===== src/rtl/instr_decode.sv =====
// Decode stage: registers opcode, register selects, immediate and control
// flags from a 16-bit instruction word behind a valid/ready handshake.
// It also tracks a sticky illegal-instruction flag and an accept counter.
module instr_decode (
    input  logic        i_clk,
    input  logic        i_rst,
    input  logic        i_en,
    input  logic        i_flush,
    input  logic [15:0] i_instr,
    input  logic        i_valid,
    output logic        o_ready,
    input  logic        i_ready,
    output logic        o_valid,
    output logic [2:0]  o_selA,
    output logic [2:0]  o_selB,
    output logic [2:0]  o_selD,
    output logic [3:0]  o_aluop,
    output logic [15:0] o_imm,
    output logic        o_regwe,
    output logic        o_illegal,
    output logic        o_err,
    output logic [15:0] o_icount
);

    logic        valid_q,   valid_d;
    logic [2:0]  sela_q,    sela_d;
    logic [2:0]  selb_q,    selb_d;
    logic [2:0]  seld_q,    seld_d;
    logic [3:0]  aluop_q,   aluop_d;
    logic [15:0] imm_q,     imm_d;
    logic        regwe_q,   regwe_d;
    logic        illegal_q, illegal_d;
    logic        err_q,     err_d;
    logic [15:0] icount_q,  icount_d;

    logic [3:0]  op;
    logic [7:0]  imm8;
    logic        dec_regwe;
    logic        dec_illegal;
    logic [15:0] dec_imm;
    logic        accept;

    assign op   = i_instr[15:12];
    assign imm8 = i_instr[7:0];

    // Reset holds the stage closed so nothing is accepted while it is asserted.
    assign o_ready = i_en & ~i_rst & (~valid_q | i_ready);
    assign accept  = i_en & i_valid & o_ready & ~i_flush;

    // Combinational decode of the incoming word.
    always_comb begin
        dec_regwe   = 1'b1;
        dec_illegal = 1'b0;
        dec_imm     = 16'h0000;
        case (op)
            4'h7, 4'hC, 4'hD: dec_regwe = 1'b0;
            4'hE, 4'hF: begin
                dec_regwe   = 1'b0;
                dec_illegal = 1'b1;
            end
            default: dec_regwe = 1'b1;
        endcase
        case (op)
            4'h8:       dec_imm = {8'h00, imm8};
            4'hC, 4'hD: dec_imm = {{8{imm8[7]}}, imm8};
            4'hA, 4'hB: dec_imm = {12'h000, i_instr[3:0]};
            default:    dec_imm = 16'h0000;
        endcase
    end

    // Next-state: flush beats accept, accept beats drain; disable freezes all.
    always_comb begin
        valid_d   = valid_q;
        sela_d    = sela_q;
        selb_d    = selb_q;
        seld_d    = seld_q;
        aluop_d   = aluop_q;
        imm_d     = imm_q;
        regwe_d   = regwe_q;
        illegal_d = illegal_q;
        err_d     = err_q;
        icount_d  = icount_q;
        if (i_en) begin
            if (i_flush) begin
                valid_d = 1'b0;
            end else if (accept) begin
                valid_d   = 1'b1;
                seld_d    = i_instr[11:9];
                sela_d    = i_instr[8:6];
                selb_d    = i_instr[5:3];
                aluop_d   = op;
                imm_d     = dec_imm;
                regwe_d   = dec_regwe;
                illegal_d = dec_illegal;
                err_d     = err_q | dec_illegal;
                icount_d  = icount_q + 16'd1;
            end else if (valid_q && i_ready) begin
                valid_d = 1'b0;
            end
        end
    end

    // State registers with asynchronous reset.
    always_ff @(posedge i_clk or posedge i_rst) begin
        if (i_rst) begin
            valid_q   <= 1'b0;
            sela_q    <= 3'd0;
            selb_q    <= 3'd0;
            seld_q    <= 3'd0;
            aluop_q   <= 4'd0;
            imm_q     <= 16'h0000;
            regwe_q   <= 1'b0;
            illegal_q <= 1'b0;
            err_q     <= 1'b0;
            icount_q  <= 16'h0000;
        end else begin
            valid_q   <= valid_d;
            sela_q    <= sela_d;
            selb_q    <= selb_d;
            seld_q    <= seld_d;
            aluop_q   <= aluop_d;
            imm_q     <= imm_d;
            regwe_q   <= regwe_d;
            illegal_q <= illegal_d;
            err_q     <= err_d;
            icount_q  <= icount_d;
        end
    end

    assign o_valid   = valid_q;
    assign o_selA    = sela_q;
    assign o_selB    = selb_q;
    assign o_selD    = seld_q;
    assign o_aluop   = aluop_q;
    assign o_imm     = imm_q;
    assign o_regwe   = regwe_q;
    assign o_illegal = illegal_q;
    assign o_err     = err_q;
    assign o_icount  = icount_q;

endmodule


===== config.mk =====
export PLATFORM = sky130hd
export DESIGN_NAME = instr_decode
export DESIGN_NICKNAME = d
export VERILOG_FILES = /design/src/rtl/instr_decode.sv
export SDC_FILE = /design/constraint.sdc
export NUM_CORES = 1
export LEC_CHECK = 0
export CELL_PAD_IN_SITES_DETAIL_PLACEMENT = 1
export CELL_PAD_IN_SITES_GLOBAL_PLACEMENT = 1
export CORE_ASPECT_RATIO = 0.8
export CORE_UTILIZATION = 34
export CTS_BUF_LIST = sky130_fd_sc_hd__clkbuf_2 sky130_fd_sc_hd__clkbuf_4 sky130_fd_sc_hd__clkbuf_8
export DETAILED_ROUTE_END_ITERATION = 7
export GPL_ROUTABILITY_DRIVEN = 0
export GPL_TIMING_DRIVEN = 0
export PLACE_DENSITY_LB_ADDON = 0.1
export SYNTH_ARGS = -nofsm -noshare
export SYNTH_HDL_FRONTEND = slang
export SYNTH_SLANG_ARGS = --single-unit

===== constraint.sdc =====
create_clock -name i_clk -period 1.85 [get_ports i_clk]
set_clock_uncertainty 0.2 [all_clocks]
set_input_delay 0.2775 -clock i_clk [delete_from_list [all_inputs] [get_ports i_clk]]
set_output_delay 0.2775 -clock i_clk [all_outputs]
set_load 0.02 [all_outputs]

* After elaboration in Yosys (flattened, before gate mapping)
Cells that the tools add are included. Widths: inputs -> output; s select.
Storage, ports and cells: bits in registers 49, latch bits 0, bits in writable memories 0, bits in read-only memories 0, bits of input ports 22, output and inout port bits 50, logic and storage cells 43, memories kept 0
Cells by class: $add $sub $neg 1, multipliers 0, divide/modulo/power cells 0, order comparisons 0, equal/unequal tests 8, shifts and indexed selects 0, muxes and demuxes 6, bitwise operators 10, reduce and logical (&&, ||, !) cells 8
Operators by type and width (count):
- $pmux 16 s3 | 1
- $eq 4x4->1 const B | 7
- $add 16x1->16 const B | 1
- $reduce_or 2->1 | 3
- $and 1x1->1 | 5
- $mux 1 | 5
- $reduce_or 5->1 | 1
- $eq 4x3->1 const B | 1
- $not 1->1 | 3
- $reduce_and 3->1 | 1
- $reduce_bool 3->1 | 1
- $or 1x1->1 | 2
- $reduce_and 2->1 | 1
- $logic_and 1x1->1 | 1

* Longest topological paths before layout
Gate-level depths: netlist of the first run.
depth after elaboration 7, gate-level depth with buffers 6

* Worst setup path before layout of the first run
OpenSTA, ideal clock, no wires.
path type reg2reg, from register valid_q, in the netlist o_valid, to register aluop_q[2], in the netlist o_aluop[2], setup time 117 ps, data arrival time 1393 ps, required time 1533 ps, slack 141 ps, stages on the path, launching flop included 7, path buffers 2, clock period less this slack 1709 ps, cells stage by stage dfrtp_1 and2b_4 or3_4 buf_6 buf_6 nand2_1 nand2_1
On the way: cells in the longest elaborated chain, start to end 6
Ends and longest elaborated chain:
- start: declaration | line 25 | logic valid_q, valid_d;
- start signal: assignment | line 117 | valid_q <= valid_d;
- $not 1->1 | line 47 | assign o_ready = i_en & ~i_rst & (~valid_q | i_ready);
- $or 1x1->1 | line 47
- $and 1x1->1 | line 47
- $and 1x1->1 (2 in series) | line 48 | assign accept = i_en & i_valid & o_ready & ~i_flush;
- $reduce_and 3->1 (no line)
- end signal: assignment | line 121 | aluop_q <= aluop_d;
- end: declaration | line 29 | logic [3:0] aluop_q, aluop_d;
No other way between the ends. A chain may end at the register's enable or synchronous reset.

* Final worst setup path of the first run
from register icount_q[14], in the netlist o_icount[14], to output port o_icount[14]
RTL lines:
- start: declaration | line 34 | logic [15:0] icount_q, icount_d;
- start signal: assignment | line 126 | icount_q <= icount_d;
- end: declaration | line 22 | output logic [15:0] o_icount
No word-level cell between the ends.

==> flow_summary.yaml, run 1 <==
status:
  run_status: "finished, final reports clean"
synth:
  yosysWarnings: 0
  synthTopCellsByArea: "dfrtp_1 56%, nand2_1 12%, xnor2_1 7.0%"
  synthesis.instances: 180
  yosysTopAreaCellShare: 0.5567
  synth_seq_cells: 42
  synth-async-reset-ratio: 1.000
  yosysSeqAreaShare: 0.5567
  syn_area_per_cell_um2: 10.49
  synth_area_um2: 1888
  synth_nets: 203
  synth_top_cell_by_area: "dfrtp_1"
  ys.flop_type: "dfrtp_1"
  synth-edff-count: 0
  post_synth_num_cell_types: 28
detailed_routing:
  route.met2.wl_um: 2211
  detail-route-antenna-nets: 0
  wl_met1_um: 2326
  wl_met3_um: 271
  first_pass_iters: 4
  vias: 1574
  routedWlPerCell_um: 15.06
  viasPerCell: 4.873
  drc: 0
  wl_um: 4864
  drt_iter0_drc: 24
  dr.max_layer_used: "met4"
power_and_ir_drop:
  design_power_total_uw: 2481
  p_int_uw: 1689
  pwr_density_cell_nw_per_um2: 881.5
  max-vdd-ir-drop_uv: 405.3
  sequentialPowerShare: 0.458
  p_leak_uw: 0.001452
  p_sw_frac: 0.3190
  clockPowerShare: 0.256
  p_comb_frac: 0.286
  switchingPower_uw: 791.3
global_route:
  grt_pass1_wl_um: 7583
  grt.total_usage: 0.1716
  grt_max_degree: 31
  grt_overflow: 0
  antenna_found_initial: 0
  grt_pass1_vias: 1497
cts:
  path_clk_slew_ns: 0.08
  clk_latency_ns: 0.30
  postCtsHoldBufs: 0
  cts_tree: "done"
  root_buffer: "clkbuf_8"
  ctsLongestPathBuffers: 2
  h-tree-depth: 2
  cts.sinks: 42
  cts_made_buffers: 5
timing:
  maxClockFrequency_mhz: 560.4
  setup_viol: 0
  post-route-min-period_ns: 1.784
  relSlewSlack: 0.6369
  period_share: 0.9645
  max_slew.worst_pin.slew_ns: 0.5434
  hold_viol_final: 0
  drv_slew: 0
job:
  cap_violations: 0
place:
  port_buffers: 71
  place_area_um2: 2696
  place_hpwl_um: 3540
critical_path:
  cp-end-kind: "output pin"
  worstPathArrival_ns: 1.31
  critPathKind: "flop to output pin"
  cp_max_fo: 3
  crit_buf_inv: 1
  cp_top_family: "buffers and inverters"
  cpPeakStageDelay_ns: 0.62
  worstPathCellList: "clkdlybuf4s50_1"
  r2r_start: "o_icount[2]"
  critPathRequiredTime_ns: 1.37
  cp-start-kind: "flop"
  worstSetupStartpoint: "o_icount[14]"
  worst_path_max_delay_cell: "clkdlybuf4s50_1"
worst_hold_path:
  hp-class: "input port to asynchronous set/reset pin"
floorplan:
  die_h_um: 68.65
  rows: 23
  pin_count: 72
  core-area_um2: 5180
  start_util: 0.3645
  die_w_um: 85.32
  die_area_um2: 5857
final_layout:
  mostFrequentLayoutCells: "59 x nand2_1, 48 x clkdlybuf4s50_1, 41 x dfrtp_1, 15 x nand3_1, 15 x xnor2_1"
  area_growth_pct: 49.04
  layout_commonest_cell: "nand2_1"
  antenna_cells: 0
  nets: 283
  final_util: 0.5432
  drive_gt1_frac: 0.1341
  final_area_um2: 2814
==> area by class of cell <==
cell class | count | area (um^2)
Timing Repair Buffer | 73 | 752.0
Inverter | 2 | 7.507
Multi-Input combinational cell | 124 | 739.5
Tap cell | 62 | 77.57
Sequential cell | 42 | 1052
Clock inverter | 1 | 5.005
Clock buffer | 7 | 90.09
Fill cell | 595 | 2366
Buffer | 12 | 90.09
==> worst register-to-register path, cell delays in order (launching register included) <==
cell	delay, ns
dfrtp_1	0.48
nand4_1	0.22
nor3_2	0.36
nand4_1	0.18
xnor2_1	0.16
==> per-stage QoR <==
step | setup WS, ns | setup TNS, ns | std cells | hold slack, ns
5_1_grt | -0.0001164 | -0.0001164 | 323 | 0.09275
3_5_place_dp | -0.2924 | -7.207 | 314 | 0.2622
3_3_place_gp | -0.5935 | -31.86 | 313 | 0.2556
4_1_cts | 0.008278 | 0 | 322 | 0.08717
2_1_floorplan | 0.1408 | 0 | 180 | 0.1736
6_report | 0.06567 | 0 | 323 | 0.06838
==> registers in the layout (all words and copies together), names as in the netlist <==
register	cells
o_aluop	4
o_err	1
o_icount	16
o_illegal	1
o_imm	9
o_regwe	1
o_selA	3
o_selB	3
o_selD	3
o_valid	1
==> path summary, 6_finish.rpt <==
kind | endpoint | slack [ns] | cells past startpoint
worst max-delay path | o_icount[14] | 0.07 | 1
worst min-delay path | o_imm[3] | 0.07 | 2
worst max register to register | o_icount[12] | 0.13 | 4
worst min register to register | o_selD[2] | 0.28 | 2
max in group asynchronous | o_icount[7] | 0.93 | 3
min in group i_clk | o_selD[2] | 0.28 | 2
==> Yosys cell counts (all sizes together) (2+ instances only) <==
cell / instances
dfrtp: 42
nand3: 15
nor3: 2
inv: 2
nand2: 59
buf: 12
nor4: 2
a22o: 4
nand4: 6
nor2: 3
nand2b: 2
o21ai: 5
xnor2: 15
==> power groups by stage <==
stage               logic, uW  registers [uW]  clock network [uW]
floorplan                 208            1290                   0
global placement          720            1150                   0
detailed placement        738            1160                   0
CTS                       716            1140                 643
global route              759            1160                 685
finish                    710            1140                 634
==> cell families after synthesis <==
group,count (synthesis),synth area share
AO/OA/AOI/OAI,13,0.05964
XOR/XNOR,15,0.06958
adder cells (fa/ha/maj),1,0.006626
buffers and inverters,14,0.05169
flip-flops,42,0.5567
AND/OR/NAND/NOR,95,0.2558
==> layer usage <==
layer,up-vias,track usage
met2,44,0.2671
li1,745,-
met5,-,0
met4,0,0.04583
met1,777,0.2364
met3,8,0.05119
==> timing repair <==
item / in CTS / in global routing
pin swaps: 0 / 1
cloned: 0 / 0
setup endpoints to repair: 14 / 11
setup buffers: 0 / 1
resized for setup: 16 / 10
(Power assumes the default switching activity.)
==> inputs of run 2 (changes only) <==
Clock period 1.85 ns to 1.95 ns, I/O delays scaled along.
==> run 2 against run 1 <==
  * Non-clock buffer count unchanged
  * Utilization down 0.51 points
  * Setup slack better by 0.0079 ns
  * Count of clock-buffer cells in the layout unchanged
  * Combinational power down 4.5%
  * Critical path depth up 3
  * Worst hold slack better by 0.026 ns
  * Critical path type is now input port to output pin
==> flow_summary.yaml, run 2 (same netlist as run 1, synthesis figures left out) <==
timing:
  maxClockFrequency_mhz: 532.9
  period_share: 0.9623
  setup_viol: 0
  setup_ws_ns: 0.07354
  drv_slew: 0
  finalSetupTns_ns: 0
  post-route-min-period_ns: 1.876
  rsz0062_at_grt: "false"
  hold_viol_final: 0
  relSlewSlack: 0.6176
  max_slew.worst_pin.slew_ns: 0.5724
cts:
  root_buffer: "clkbuf_8"
  clk_latency_ns: 0.29
  ctsLongestPathBuffers: 2
  cts.sinks: 42
  cts_made_buffers: 5
  cts_tree: "done"
  path_clk_slew_ns: 0.08
  h-tree-depth: 2
critical_path:
  cpPeakStageDelay_ns: 0.47
  worstPathArrival_ns: 1.38
  cp_max_fo: 4
  critPathRequiredTime_ns: 1.46
  reg2regPathDepth: 5
  worstPathCellList: "clkdlybuf4s50_1 -> and2b_4 -> nor2_1 -> dlygate4sd2_1"
  cp-start-kind: "input port"
  critPathKind: "input port to output pin"
  r2r_start: "o_valid"
  reg2reg_to: "o_icount[2]"
  worst_path_max_delay_cell: "clkdlybuf4s50_1"
  reg2reg_slack_ns: 0.23
  cp-end-kind: "output pin"
final_layout:
  largest_reg_flops: 16
  area_growth_pct: 47.65
  final_util: 0.5382
  final_area_um2: 2788
  layout_commonest_cell: "clkdlybuf4s50_1"
  antenna_cells: 0
  mostFrequentLayoutCells: "62 x clkdlybuf4s50_1, 59 x nand2_1, 41 x dfrtp_1, 15 x nand3_1, 15 x xnor2_1"
  nets: 283
  drive_gt1_frac: 0.1456
global_route:
  grt_pass1_wl_um: 7583
  grt_pass1_vias: 1497
  antenna_found_initial: 0
  grt_overflow: 0
  grt.total_usage: 0.1716
  grt_max_degree: 31
detailed_routing:
  first_pass_iters: 4
  drc: 0
  routedWlPerCell_um: 14.73
  wl_um: 4757
  vias: 1570
  drt_iter0_drc: 54
  viasPerCell: 4.861
  detail-route-antenna-nets: 0
worst_hold_path:
  hp-class: "input port to asynchronous set/reset pin"
power_and_ir_drop:
  sequentialPowerShare: 0.460
  p_sw_frac: 0.3114
  max-vdd-ir-drop_uv: 394.4
  p_leak_uw: 0.001272
  switchingPower_uw: 730.8
  p_int_uw: 1616
  p_comb_frac: 0.289
  clockPowerShare: 0.251
  pwr_density_cell_nw_per_um2: 842.0
floorplan:
  start_util: 0.3645
  core-area_um2: 5180
  die_area_um2: 5857
  die_h_um: 68.65
  rows: 23
  die_w_um: 85.32
  pin_count: 72
place:
  place_hpwl_um: 3540
  place_area_um2: 2696
  post-place-ws_ns: -0.2116
  port_buffers: 71
status:
  run_status: "finished, final reports clean"
job:
  cap_violations: 0
## run 2: changes by cell type in the layout (fill, tap and decap cells not counted), sizes merged
cell and delta:
clkdlybuf4s50 +14, dlygate4sd2 -9, dlymetal6s2s -8, buf +4, clkbuf -1
## run 2: cell type report
type,count,area (um^2)
multi-input cells,124,739.5
well taps,62,77.57
repair buffers,73,725.7
inverters,2,7.507
plain buffers,12,90.09
fillers,600,2392
clock buffers,7,90.09
clock inverters,1,5.005
flip-flops and latches,42,1052
## run 2: metrics by stage
step / total power [uW] / hold WS, ns / cells
2_1_floorplan: 1415 / 0.1886 / 180
3_3_place_gp: 1767 / 0.2556 / 313
3_5_place_dp: 1790 / 0.2622 / 314
4_1_cts: 2383 / 0.1022 / 322
5_1_grt: 2464 / 0.1107 / 323
6_report: 2347 / 0.09452 / 323
## run 2: routing by layer
metal / GRT usage / share of wire / up-vias
li1: - / - / 744
met1: 0.2364 / 0.48 / 775
met2: 0.2671 / 0.46 / 46
met3: 0.05119 / 0.056 / 5
met4: 0.04583 / 0.0074 / 0
met5: 0 / 0 / -
## run 2: how the worst max path moves through the flow
stage / from / to / slack [ns] / depth (start not counted)
after floorplan: o_valid / o_aluop[2] / 0.24 / 6
after global placement: i_rst / o_selB[2] / -0.51 / 2
after detailed placement: i_ready / o_ready / -0.21 / 4
after CTS: o_imm[14] / o_imm[13] / 0.0003 / 2
after global routing: o_icount[3] / o_icount[3] / 0.01 / 1
final: i_ready / o_ready / 0.07 / 4
## run 2: power by group through the flow
stage,Sequential [uW],Combinational (uW),Clock (uW)
floorplan,1220,194,0
global placement,1090,675,0
global route,1100,728,640
finish,1080,678,589
CTS,1080,692,610
detailed placement,1100,692,0
## run 2: timing repair
| action | in CTS | in global routing |
|---|---|---|
| setup buffers | 0 | 1 |
| endpoints found under the setup margin | 8 | 5 |
| pin swaps | 0 | 0 |
| cloned | 0 | 0 |
| resized for setup | 5 | 5 |
| endpoints found under the hold margin | 0 | 0 |
| hold buffers | 0 | 0 |
## run 2: worst max-delay path: cells and delay by family
| family | cells | cell delay [ns] |
|---|---|---|
| buffers and inverters | 2 | 0.80 |
| AND/OR/NAND/NOR | 2 | 0.29 |
